## src/rtl/addsub_pkg.sv

```systemverilog
// Shared definitions for the bit-serial adder/subtractor: operation codes
// and the controller state encoding.
package addsub_pkg;

   // Operation select as presented on the op input and held in op_q.
   localparam logic OP_ADD = 1'b0;
   localparam logic OP_SUB = 1'b1;

   // Controller states: waiting for a request, stepping through the bits,
   // and the single cycle in which result/cout are presented with done.
   typedef enum logic [1:0] {
      S_IDLE  = 2'd0,
      S_SHIFT = 2'd1,
      S_DONE  = 2'd2
   } state_t;

endpackage : addsub_pkg

```

## src/rtl/addsub_bit_cell.sv

```systemverilog
// Single-bit add/subtract cell. Purely combinational; the carry/borrow
// register that chains successive bits lives in the serial controller.
module addsub_bit_cell
   import addsub_pkg::*;
(
   input  logic x,
   input  logic y,
   input  logic cin,
   input  logic op,
   output logic s,
   output logic cout
);

   logic x_eff;

   // Subtraction reuses the majority carry term with x inverted, which
   // turns the carry into a borrow (~x&y | ~x&c | y&c).
   always_comb begin
      x_eff = x;
      if (op == OP_SUB) begin
         x_eff = ~x;
      end
   end

   // Sum/difference bit is the same parity for both operations.
   assign s    = x ^ y ^ cin;
   assign cout = (x_eff & y) | (x_eff & cin) | (y & cin);

endmodule : addsub_bit_cell

```

## src/rtl/serial_addsub.sv

```systemverilog
// Bit-serial W-bit adder/subtractor. Operands are captured on an accepted
// start and consumed LSB-first, one bit per clock, through a single bit
// cell. After W bit steps the full result and final carry/borrow are
// registered and flagged with a one-cycle done pulse.
module serial_addsub
   import addsub_pkg::*;
#(
   parameter int W = 8
)
(
   input  logic         clk,
   input  logic         rst_n,
   input  logic         start,
   input  logic         op,
   input  logic [W-1:0] a,
   input  logic [W-1:0] b,
   output logic         busy,
   output logic         done,
   output logic [W-1:0] result,
   output logic         cout
);

   // The counter only has to reach W-1; the last bit step moves to DONE
   // instead of incrementing, so $clog2(W) bits never wrap early.
   localparam int            CW   = $clog2(W);
   localparam logic [CW-1:0] LAST = CW'(W - 1);

   state_t        state;
   logic [CW-1:0] cnt;
   logic [W-1:0]  a_sh;
   logic [W-1:0]  b_sh;
   logic [W-1:0]  res_sh;
   logic [W-1:0]  res_next;
   logic          op_q;
   logic          carry;
   logic          s_bit;
   logic          carry_n;
   logic          accept;
   logic          last_bit;

   // Only an idle controller takes a request; requests while busy are dropped.
   assign accept   = (state == S_IDLE) && start;
   assign last_bit = (state == S_SHIFT) && (cnt == LAST);

   // The new bit enters at the MSB so after W steps bit 0 has reached the LSB.
   assign res_next = {s_bit, res_sh[W-1:1]};

   addsub_bit_cell u_cell (
      .x    (a_sh[0]),
      .y    (b_sh[0]),
      .cin  (carry),
      .op   (op_q),
      .s    (s_bit),
      .cout (carry_n)
   );

   // Controller: sequences IDLE -> SHIFT (W bit steps) -> DONE and drives
   // the registered busy/done flags.
   always_ff @(posedge clk or negedge rst_n) begin
      if (!rst_n) begin
         state <= S_IDLE;
         cnt   <= '0;
         busy  <= 1'b0;
         done  <= 1'b0;
      end else begin
         case (state)
            S_IDLE: begin
               done <= 1'b0;
               if (start) begin
                  state <= S_SHIFT;
                  cnt   <= '0;
                  busy  <= 1'b1;
               end
            end
            S_SHIFT: begin
               if (cnt == LAST) begin
                  state <= S_DONE;
                  done  <= 1'b1;
               end else begin
                  cnt <= cnt + 1'b1;
               end
            end
            S_DONE: begin
               state <= S_IDLE;
               busy  <= 1'b0;
               done  <= 1'b0;
            end
            default: begin
               state <= S_IDLE;
               busy  <= 1'b0;
               done  <= 1'b0;
            end
         endcase
      end
   end

   // Datapath: capture operands on accept, shift one bit per SHIFT cycle,
   // and publish result/cout on the step that finishes the last bit. The
   // published values hold until the next operation completes.
   always_ff @(posedge clk or negedge rst_n) begin
      if (!rst_n) begin
         a_sh   <= '0;
         b_sh   <= '0;
         res_sh <= '0;
         op_q   <= OP_ADD;
         carry  <= 1'b0;
         result <= '0;
         cout   <= 1'b0;
      end else if (accept) begin
         a_sh   <= a;
         b_sh   <= b;
         op_q   <= op;
         carry  <= 1'b0;
         res_sh <= '0;
      end else if (state == S_SHIFT) begin
         a_sh   <= {1'b0, a_sh[W-1:1]};
         b_sh   <= {1'b0, b_sh[W-1:1]};
         res_sh <= res_next;
         carry  <= carry_n;
         if (last_bit) begin
            result <= res_next;
            cout   <= carry_n;
         end
      end
   end

endmodule : serial_addsub
```

## config.mk

```make
export PLATFORM = sky130hd
export DESIGN_NAME = serial_addsub
export DESIGN_NICKNAME = d
export VERILOG_FILES = /design/src/rtl/addsub_pkg.sv /design/src/rtl/addsub_bit_cell.sv /design/src/rtl/serial_addsub.sv
export SDC_FILE = /design/constraint.sdc
export NUM_CORES = 1
export LEC_CHECK = 0
export BUFFER_PORTS_ARGS = -buffer_cell sky130_fd_sc_hd__buf_2
export CAP_MARGIN = 15
export CORE_AREA = 2 2 62 64
export CTS_CLUSTER_DIAMETER = 200
export DETAILED_ROUTE_END_ITERATION = 8
export DIE_AREA = 0 0 64 66
export PLACE_DENSITY = 0.75
export SLEW_MARGIN = 0
export SYNTH_ARGS = -nofsm -noshare
export SYNTH_HDL_FRONTEND = slang
export SYNTH_HIERARCHICAL = 1
export SYNTH_SLANG_ARGS = --single-unit
export TNS_END_PERCENT = 30
```

## constraint.sdc

```tcl
create_clock -name clk -period 2 [get_ports clk]
set_clock_uncertainty 0.15 [all_clocks]
set_input_delay 0.4 -clock clk [delete_from_list [all_inputs] [get_ports clk]]
set_output_delay 0.4 -clock clk [all_outputs]
set_load 0.005 [all_outputs]
```

# [Yosys cells after proc, flatten, opt, wreduce, memory -nomap -nowiden]
# Cells that the tools add are included.
[totals] reg_bits=42 input_bits=20 output_inout_bits=11 wordCells=55
[classes] add_sub_neg=1 eq_ne=5 muxes=19 bitwise=10 reduce_logical=9
[op_table] cell="$mux W8" count=6
[op_table] cell="$mux W1" count=6
[op_table] cell="$mux W3" count=2
[op_table] cell="$ne A2 B2 Y1 const B" count=3
[op_table] cell="$pmux W3 S2" count=1
[op_table] cell="$reduce_and A3 Y1" count=2
[op_table] cell="$mux W2" count=2
[op_table] cell="$pmux W2 S2" count=1
[op_table] cell="$reduce_and A2 Y1" count=2
[op_table] cell="$reduce_bool A2 Y1" count=2
[op_table] cell="$add A3 B1 Y3 const B" count=1
[op_table] cell="$and A1 B1 Y1" count=3
[op_table] cell="$eq A3 B3 Y1 const B" count=1
[op_table] cell="$not A1 Y1" count=3
[op_table] cell="$eq A2 B1 Y1 const B" count=1
[op_table] cell="$logic_and A1 B1 Y1" count=2
[op_table] cell="$logic_not A2 Y1" count=1
[op_table] cell="$or A1 B1 Y1" count=2
[op_table] cell="$pmux W1 S2" count=1
[op_table] cell="$xor A1 B1 Y1" count=2

# [Logic depth before layout (Yosys ltp)]
# Gate-level depths: netlist of run 1.
[depth] word_depth=7 mapped_depth=6 mapped_depth_nobuf=5

# [Hierarchy]
# Netlist of run 1, hierarchy kept.
[by_module_without_submodules] mod="serial_addsub" n_inst=1 cells_per_inst=151 area_each_um2=1813.0 seq_area_each_um2=1026.0
[by_module_without_submodules] mod="addsub_bit_cell" n_inst=1 cells_per_inst=4 area_each_um2=37.5 seq_area_each_um2=0.0

# [Worst setup path before layout of run 1]
# OpenSTA, ideal clock, no wires.
[synth_path] path_kind="register to register" start="register cnt[0]" end="register cout" setup_ps=125 t_arrival_ps=1311 path_slack_ps=414 path_stages_with_launch=6 n_path_buf=1 period_less_slack_ps=1586 path_cell_list="dfrtp_1 -> ha_1 -> ha_1 -> clkbuf_8 -> nand2_8 -> mux2_4"
[synth_via] elab_chain_cells=3
[synth_lines] item="from (decl)" line="serial_addsub.sv:29" text="logic [CW-1:0] cnt;"
[synth_lines] item="from (signal assigned)" line="serial_addsub.sv:80" text="cnt <= cnt + 1'b1;"
[synth_lines] item="$eq A3 B3 Y1" line="serial_addsub.sv:43" text="assign last_bit = (state == S_SHIFT) && (cnt == LAST);"
[synth_lines] item="$logic_and A1 B1 Y1" line="serial_addsub.sv:43"
[synth_lines] item="$reduce_and A3 Y1 (no source line)"
[synth_lines] item="to (signal assigned)" line="serial_addsub.sv:122" text="cout <= carry_n;"
[synth_lines] item="to (decl)" line="serial_addsub.sv:20" text="output logic cout"
# No other way between the ends.
# A chain may end at the register's enable or synchronous reset.

# [Worst setup path in the final report of run 1]
[layout_path] start="register cnt[0]" end="register result[5]"
[layout_via] elab_chain_cells=3
[layout_lines] item="$eq A3 B3 Y1" line="serial_addsub.sv:43"
[layout_lines] item="$logic_and A1 B1 Y1" line="serial_addsub.sv:43"
[layout_lines] item="$reduce_and A3 Y1 (no source line)"
[layout_lines] item="to (signal assigned)" line="serial_addsub.sv:121" text="result <= res_next;"
[layout_lines] item="to (decl)" line="serial_addsub.sv:19" text="output logic [W-1:0] result,"
# No other way between the ends.

==> results_dict.tcl, run 1 <==
set metrics [dict create \
    critPathTopFamily "adder cells" \
    gp_congestion 0.785 \
    avgSynthCellArea_sq_um 11.9 \
    grt_start_max_net_pins 42 \
    vdd_drop_max_v 0.000703 \
    drt_wl_total_microns 3320 \
    seqPwrFrac_pct 47.1 \
    ys_ff_latch 41 \
    synth_warnings 6 \
    tritoncts "yes" \
    num_vias 1292 \
    grt_pass1_wl_microns 5970 \
    cts_root_buf "clkbuf_4" \
    crit_chain "ha_1 > ha_1 > nand2_8 > mux2_4" \
    tns_ps 0 \
    dieArea_sq_um 4220 \
    powerDensity_nw_per_um2 1520 \
    cts_resized 0 \
    cts.sinks 41 \
    p_clk_share_pct 14.5 \
    area_delta_synth_final_pct 12.4 \
    wl_per_cell_microns 14.1 \
    slew_headroom_pct 66.5 \
    synth_edf_count 0 \
    hp-class "input port to flop" \
    yosysSeqAreaShare_pct 55.4 \
    tightest_slew_ps 502 \
    htreeDepth 2 \
    synthFlopType "dfrtp_1" \
    worstSetupStartpointType "flop" \
    placed_area_sq_um 2000 \
    antenna_found_initial 0 \
    numPortBuffers 30 \
    fin_nets 209 \
    cp_data_arrival_time_ps 1800 \
    avgViaCountPerCell 5.47 \
    hold_viol 0 \
    grt-ovfl-total 0 \
    pwr-share-comb_pct 38.4 \
    coreArea_sq_um 3550 \
    cp-end-kind "flop" \
    crit_top_cell "ha_1" \
    setup_viol 0 \
    outcome "complete, no violations" \
    rows 22 \
    p_int_mw 2.07 \
    ant_nets 0 \
    syn_area_sq_um 1850 \
    path_class "flop to flop" \
    clkLatencyLatePin_ps 340 \
    die_y_microns 66 \
    max_freq_mhz 584 \
    drtIter0Drc 38 \
    io_pins 31 \
    fin_area_sq_um 2080 \
    min_period_ps 1710 \
    cts_buffers 5 \
    cpPeakStageDelay_ps 420 \
    synth_cells 155 \
    clk_path_buf_depth 2 \
    drc_errors 0 \
    ff2ff_setup_slack_ps 290 \
    worst-path-buf-inv 0 \
    p_switching_mw 1.10 \
    cp.required_ps 2090 \
    cellLeakagePower_nw 1.02 \
    yosys.cell_types.count 31 \
    grt_pass1_vias 1292 \
    clkTransAtPathRegs_ps 110 \
    synth_nets 177 \
    drv_slew 0 \
    rsz0062_at_grt "false" \
    final_util_pct 58.6 \
    period_share_pct 85.7 \
    initial_core_util_pct 52.1 \
    slowest_stage "dfrtp_1" \
    swShare_pct 34.7 \
    async_reset_ff_share_pct 100 \
    drt-pass1-iter-count 4 \
    diodes 0 \
    power_mw 3.17 \
    post-cts-setup-buffer-count 0 \
    maxCapViolations 0 \
    track_usage_pct 18.4 \
    dp_hpwl_microns 2420 \
    critPathMaxFanout 10 \
    layout-drive-gt1-share_pct 30.3 \
    die_w_microns 64 \
]
-- worst paths after layout --
kind	end	from	depth (start not counted)
setup reg to reg	result[5]	cnt[0]	4
hold reg to reg	done	done	2
max in group asynchronous	a_sh[1]	rst_n	3
hold / removal	op_q	op	2
min in group asynchronous	done	rst_n	3
setup / recovery	result[5]	cnt[0]	4
-- power by group through the flow --
stage	Sequential, mW	Combinational [mW]	Clock, mW
after global placement	1.49	1.18	0
final	1.49	1.22	0.459
after CTS	1.50	1.24	0.476
after detailed placement	1.52	1.23	0
after global routing	1.55	1.36	0.524
after floorplan	1.43	1.03	0
-- cell type report --
| type | count | area [sq um] |
|---|---|---|
| fillers | 300 | 1470 |
| clock inverters | 1 | 5.00 |
| inverters | 4 | 15.0 |
| repair buffers | 35 | 190 |
| clock buffers | 7 | 65.1 |
| well taps | 48 | 60.1 |
| multi-input cells | 100 | 719 |
| flip-flops and latches | 41 | 1030 |
-- state kept, by name (all words and copies together) (netlist names) --
register	flops
a_sh	8
b_sh	8
result	8
res_sh	7
cnt	3
state	2
busy	1
carry	1
cout	1
done	1
op_q	1
-- metal layers --
layer  share of wire [%]  vias to the layer above  global-route usage (%)  wire length [microns]
li1                    -                      621                       -                      -
met1                  45                      628                    23.0                   1510
met2                  48                       35                    30.1                   1590
met3                 5.2                        8                    5.62                    172
met4                 1.7                        0                    6.52                     57
met5                   0                        -                       0                      0
-- synth_stat cells (all sizes together), types with 3 or more instances --
| library cell | count | share of area [%] |
|---|---|---|
| mux2 | 10 | 7.9 |
| buf | 8 | 3.9 |
| o2bb2ai | 3 | 1.4 |
| nor3 | 11 | 3.0 |
| o22ai | 13 | 4.4 |
| nand2 | 6 | 2.5 |
| dfrtp | 41 | 55 |
| a22o | 8 | 3.8 |
| inv | 3 | 0.61 |
| nor2 | 20 | 4.1 |
| a21oi | 11 | 3.0 |
-- per-stage QoR --
| step | cells | hold slack (ps) | setup slack [ps] |
|---|---|---|---|
| final | 236 | 136 | 287 |
| after CTS | 236 | 124 | 277 |
| after detailed placement | 227 | 334 | 300 |
| after global placement | 227 | 335 | 352 |
| after global routing | 236 | 102 | 216 |
| after floorplan | 155 | -45.6 | 414 |
-- layout by cell type (no fill, tap or decap), drive strengths merged --
master and n:
o22ai 13, mux2 10, clkbuf 7, maj3 1
nand2 6, xor2 1, o32ai 1, a21oi 11
xnor2 2, nor2b 1, nor3 11, o21ba 1
nor2 20, buf 34, dlygate4sd3 1, nand2b 2
a32oi 2, inv 3, clkinv 2, ha 2
o2bb2ai 3, nor4b 2, or2 1, a22o 8
a22oi 2, dfrtp 41
-- cell families (layout without fill, tap and decap cells) --
logic type,after synthesis,in the layout,share of synthesized area [%]
xor gates and xnor gates,3,3,1.42
buffers and inverters,14,47,5.68
adders and majority gates,3,3,1.96
muxes,10,10,7.91
DFF,41,41,55.4
and+or+nand+nor,43,43,12.2
AOI/OAI and AO/OA,41,41,15.3
-- what timing repair did --
action | in CTS | in global routing
hold buffers | 1 | 0
endpoints found under the hold margin | 41 | 0
setup endpoints to repair | 0 | 0
Power figures use the tool's default switching activity.
==> run 2: changes to the inputs <==
--- a/config.mk
+++ b/config.mk
@@ -5,7 +5,7 @@
 export SDC_FILE = /design/constraint.sdc
 export NUM_CORES = 1
 export LEC_CHECK = 0
-export BUFFER_PORTS_ARGS = -buffer_cell sky130_fd_sc_hd__buf_2
+export BUFFER_PORTS_ARGS = -buffer_cell sky130_fd_sc_hd__buf_4
 export CAP_MARGIN = 15
 export CORE_AREA = 2 2 62 64
 export CTS_CLUSTER_DIAMETER = 200
==> constraint.sdc (replaced) <==
create_clock -name clk -period 2 [get_ports clk]
set_clock_uncertainty 0.15 [all_clocks]
set_input_delay 0.2 -clock clk [delete_from_list [all_inputs] [get_ports clk]]
set_output_delay 0.2 -clock clk [all_outputs]
set_load 0.005 [all_outputs]
==> run 2 against run 1 <==
Sequential power hardly changed. Wire length up 9.2%. Count of clock-buffer cells in the layout shrank 2. Cell area up 9.8%. Largest cell class unchanged.
==> results_dict.tcl, run 2 (synthesis gave the netlist of run 1 again) <==
set metrics [dict create \
    outcome "complete, no violations" \
    p_int_mw 2.08 \
    final_cells 250 \
    drtIter0Drc 40 \
    drt_wl_total_microns 3630 \
    cp-end-kind "flop" \
    grt-ovfl-total 0 \
    ant_nets 0 \
    drt-pass1-iter-count 4 \
    coreArea_sq_um 3550 \
    hold_viol 0 \
    worstSetupStartpointType "flop" \
    clkTransAtPathRegs_ps 130 \
    avgViaCountPerCell 5.41 \
    powerDensity_nw_per_um2 1410 \
    maxCapViolations 0 \
    p_switching_mw 1.14 \
    htreeDepth 2 \
    fillers 266 \
    setup_viol 0 \
    swShare_pct 35.3 \
    ff2ff_setup_slack_ps 150 \
    clkLatencyLatePin_ps 350 \
    dp_hpwl_microns 2370 \
    p_clk_share_pct 12.6 \
    cts.sinks 41 \
    seqPwrFrac_pct 46.6 \
    tns_ps 0 \
    critPathMaxFanout 11 \
    fin_area_sq_um 2280 \
    hp-class "input port to flop" \
    cellLeakagePower_nw 1.08 \
    final_util_pct 64.3 \
    rsz0062_at_grt "false" \
    grt_start_max_net_pins 42 \
    pwr-share-comb_pct 40.7 \
    dieArea_sq_um 4220 \
    cp_data_arrival_time_ps 1940 \
    diodes 0 \
    cpPeakStageDelay_ps 560 \
    die_y_microns 66 \
    cts_root_buf "clkbuf_4" \
    max_freq_mhz 540 \
    cts_buffers 5 \
    area_delta_synth_final_pct 23.5 \
    clk_path_buf_depth 2 \
    rows 22 \
    io_pins 31 \
    crit_chain "buf_4 > nor2_1 > a32oi_1 > dlygate4sd3_1 > nand2_1" \
    drc_errors 0 \
    wl_per_cell_microns 14.5 \
    slowest_stage "dlygate4sd3_1" \
    tightest_slew_ps 507 \
    top_regs "a_sh (8), b_sh (8), result (8)" \
    antenna_found_initial 0 \
    min_period_ps 1850 \
    grt_pass1_vias 1334 \
    drv_slew 0 \
    tritoncts "yes" \
    cp.required_ps 2090 \
    die_w_microns 64 \
    period_share_pct 92.7 \
    placed_area_sq_um 2070 \
    vdd_drop_max_v 0.000752 \
    fin_nets 223 \
    layout_common_cells "dfrtp_1, buf_4, nor2_1, dlygate4sd3_1, o22ai_1" \
    final_common_cell "dfrtp_1" \
    num_vias 1352 \
    initial_core_util_pct 52.1 \
    track_usage_pct 19.9 \
    grt_pass1_wl_microns 6220 \
    gp_congestion 0.790 \
    reg2reg_depth 5 \
    path_class "flop to flop" \
    slew_headroom_pct 66.2 \
    numPortBuffers 30 \
    layout-drive-gt1-share_pct 28.2 \
    placed_cells 226 \
    power_mw 3.22 \
    holdPathStages 3 \
]
==> run 2: power groups by stage <==
| stage | combinational (mW) | sequential [mW] | clock, mW |
|---|---|---|---|
| global placement | 1.24 | 1.49 | 0 |
| CTS | 1.32 | 1.50 | 0.418 |
| detailed placement | 1.29 | 1.52 | 0 |
| global route | 1.46 | 1.55 | 0.458 |
| finish | 1.31 | 1.50 | 0.407 |
| floorplan | 1.03 | 1.43 | 0 |
==> run 2: worst max-delay path: cells and delay by family (launching register included) <==
kind,cells,cell delay (ps)
buffers and inverters,2,770
flip-flops,1,510
AND/OR/NAND/NOR,2,120
AO/OA/AOI/OAI,1,190
==> run 2: path summary, 6_finish.rpt <==
kind / start / endpoint
max: state[1] / a_sh[7]
min: a[2] / a_sh[2]
max reg2reg: state[1] / a_sh[7]
min reg2reg: done / done
max in group asynchronous: rst_n / state[1]
min in group asynchronous: rst_n / result[6]
==> run 2: layout make-up <==
cell class,instances,area (sq um),area share (%)
multi-input cells,100,719,31.5
clock inverters,3,17.5,0.767
well taps,48,60.1,2.63
inverters,4,15.0,0.657
clock buffers,5,37.5,1.64
flip-flops and latches,41,1030,45.0
repair buffers,49,408,17.9
==> run 2: per-stage QoR <==
step	hold slack, ps	setup WS (ps)
3_5_place_dp	56.6	292
5_1_grt	2.75	19.0
2_1_floorplan	-246	414
4_1_cts	3.45	46.6
3_3_place_gp	50.0	353
6_report	22.3	146
==> run 2: repair_timing <==
item | CTS | global route
setup endpoints to repair | 0 | 2
gates resized for setup | 0 | 1
buffers inserted | 0 | 0
hold buffers | 15 | 1
hold endpoints to repair | 53 | 1
==> run 2: metal layers <==
layer / global-route usage (%) / vias to the layer above / share of wire (%)
met2: 34.9 / 34 / 50
li1: - / 658 / -
met4: 6.79 / 0 / 1.7
met5: 0 / - / 0
met3: 5.62 / 7 / 4.0
met1: 23.4 / 653 / 44
==> run 3: changes to the inputs <==
--- a/config.mk
+++ b/config.mk
@@ -5,7 +5,7 @@
 export SDC_FILE = /design/constraint.sdc
 export NUM_CORES = 1
 export LEC_CHECK = 0
-export BUFFER_PORTS_ARGS = -buffer_cell sky130_fd_sc_hd__buf_4
+export BUFFER_PORTS_ARGS = -buffer_cell sky130_fd_sc_hd__buf_2
 export CAP_MARGIN = 15
 export CORE_AREA = 2 2 62 64
 export CTS_CLUSTER_DIAMETER = 200
==> run 3 against run 2 <==
Clock power grew 27%. Sequential cell count did not move. Non-clock buffer count stayed put. Critical endpoint is now result[4]. Combinational power is 5% lower. Sequential share of layout area up 1.2 points. Setup slack gained 140 ps. Count of clock-buffer cells in the layout unchanged. Critical path type unchanged. Register-to-register slack improved by 140 ps. Cell area down 2.8%. Core utilization down 1.8 points. Global-route usage fell by 1.8 points. Largest power group unchanged.
==> results_dict.tcl, run 3 (synthesis gave the netlist of run 1 again) <==
set metrics [dict create \
    hold_viol 0 \
    gp_congestion 0.794 \
    drt_wl_total_microns 3390 \
    place_ws_ps 310 \
    top_regs "a_sh (8), b_sh (8), result (8)" \
    reg2reg_from "cnt[0]" \
    ant_nets 0 \
    p_clk_share_pct 15.9 \
    diodes 0 \
    cp_data_arrival_time_ps 1810 \
    die_w_microns 64 \
    grt_pass1_wl_microns 5730 \
    tns_ps 0 \
    power_mw 3.25 \
    cp.required_ps 2090 \
    reg2reg_depth 4 \
    holdPathStages 3 \
    clkTransAtPathRegs_ps 120 \
    vdd_drop_max_v 0.000681 \
    period_share_pct 85.6 \
    pwr-share-comb_pct 38.4 \
    drc_errors 0 \
    cp-end-kind "flop" \
    swShare_pct 34.1 \
    grt-ovfl-total 0 \
    clkLatencyLatePin_ps 350 \
    setup_viol 0 \
    p_switching_mw 1.11 \
    powerDensity_nw_per_um2 1460 \
    grt_start_max_net_pins 42 \
    dieArea_sq_um 4220 \
    num_vias 1336 \
    clk_path_buf_depth 2 \
    wl_per_cell_microns 13.6 \
    cts_resized 0 \
    layout-drive-gt1-share_pct 28.4 \
    min_period_ps 1710 \
    tritoncts "yes" \
    hp-class "input port to flop" \
    cts_buffers 5 \
    p_int_mw 2.14 \
    max_freq_mhz 584 \
    track_usage_pct 18.1 \
    avgViaCountPerCell 5.37 \
    placed_area_sq_um 2010 \
    worstHoldEndpoint "a_sh[3]" \
    tightest_slew_ps 496 \
    ff2ff_setup_slack_ps 290 \
    drt-pass1-iter-count 4 \
    cts_root_buf "clkbuf_4" \
    timing.rr.end "result[4]" \
    drtIter0Drc 67 \
    rsz0062_at_grt "false" \
    setup_ws_ps 287 \
    layout_common_cells "dfrtp_1, buf_2, nor2_1, dlygate4sd3_1, o22ai_1" \
    hold_slack_ps 8.33 \
    cellLeakagePower_nw 1.08 \
    maxCapViolations 0 \
    drv_slew 0 \
    coreArea_sq_um 3550 \
    worstSetupStartpointType "flop" \
    dp_hpwl_microns 2380 \
    outcome "complete, no violations" \
    area_delta_synth_final_pct 20.0 \
    die_y_microns 66 \
    slew_headroom_pct 67.0 \
    io_pins 31 \
    fin_nets 223 \
    grt_pass1_vias 1290 \
    antenna_found_initial 0 \
    rows 22 \
    fin_area_sq_um 2220 \
    seqPwrFrac_pct 45.8 \
    htreeDepth 2 \
    final_common_cell "dfrtp_1" \
    path_class "flop to flop" \
    cts.sinks 41 \
    numPortBuffers 30 \
    hp-start "a[3]" \
    initial_core_util_pct 52.1 \
    critPathMaxFanout 10 \
]
run 3: cell types whose count changed in the layout (fill, tap and decap cells not counted):
cell and delta:
dfrtp_1 +1, bufinv_16 +1, dlygate4sd3_1 -2, dfrtp_2 -1, buf_4 -28, clkinv_2 -1, clkinvlp_4 -1, buf_2 +30
run 3: area by class of cell:
class	instances	area, sq um
Clock buffer	5	37.5
Tap cell	48	60.1
Inverter	4	15.0
Sequential cell	41	1030
Timing Repair Buffer	49	328
Clock inverter	2	35.0
Fill cell	288	1330
Multi-Input combinational cell	100	719
run 3: repair_timing:
| item | 4_1_cts | 5_1_grt |
|---|---|---|
| hold buffers | 14 | 0 |
| setup buffers | 0 | 0 |
| hold endpoints to repair | 54 | 0 |
run 3: power by group through the flow:
| stage | sequential [mW] | clock [mW] | combinational, mW |
|---|---|---|---|
| 2_1_floorplan | 1.43 | 0 | 1.03 |
| 3_3_place_gp | 1.49 | 0 | 1.19 |
| 3_5_place_dp | 1.52 | 0 | 1.24 |
| 4_1_cts | 1.50 | 0.525 | 1.26 |
| 5_1_grt | 1.55 | 0.562 | 1.39 |
| 6_report | 1.49 | 0.517 | 1.25 |
run 3: critical path, stage by stage (launching register included):
cell	delay, ps
dfrtp_1	410
ha_1	160
ha_1	390
nand2_8	160
mux2_4	330
run 3: how the worst max path moves through the flow:
stage | from | to | cells after the start
after floorplan | cnt[0] | cout | 5
after global placement | cnt[0] | cout | 4
after detailed placement | cnt[0] | cout | 4
after CTS | cnt[0] | result[4] | 4
after global routing | cnt[0] | result[4] | 4
final | cnt[0] | result[4] | 4
run 3: per-layer routing:
metal  wire length, microns  global-route usage [%]  vias to the layer above
li1                       -                       -                      649
met1                   1460                    20.7                      641
met2                   1700                    32.4                       39
met3                    168                    3.24                        7
met4                     64                    8.97                        0
met5                      0                       0                        -
run 3: metrics by stage:
stage,utilization (%),cells
6_report,62.5,249
5_1_grt,62.5,249
4_1_cts,62.5,249
3_5_place_dp,56.6,228
3_3_place_gp,56.6,228
2_1_floorplan,-,155
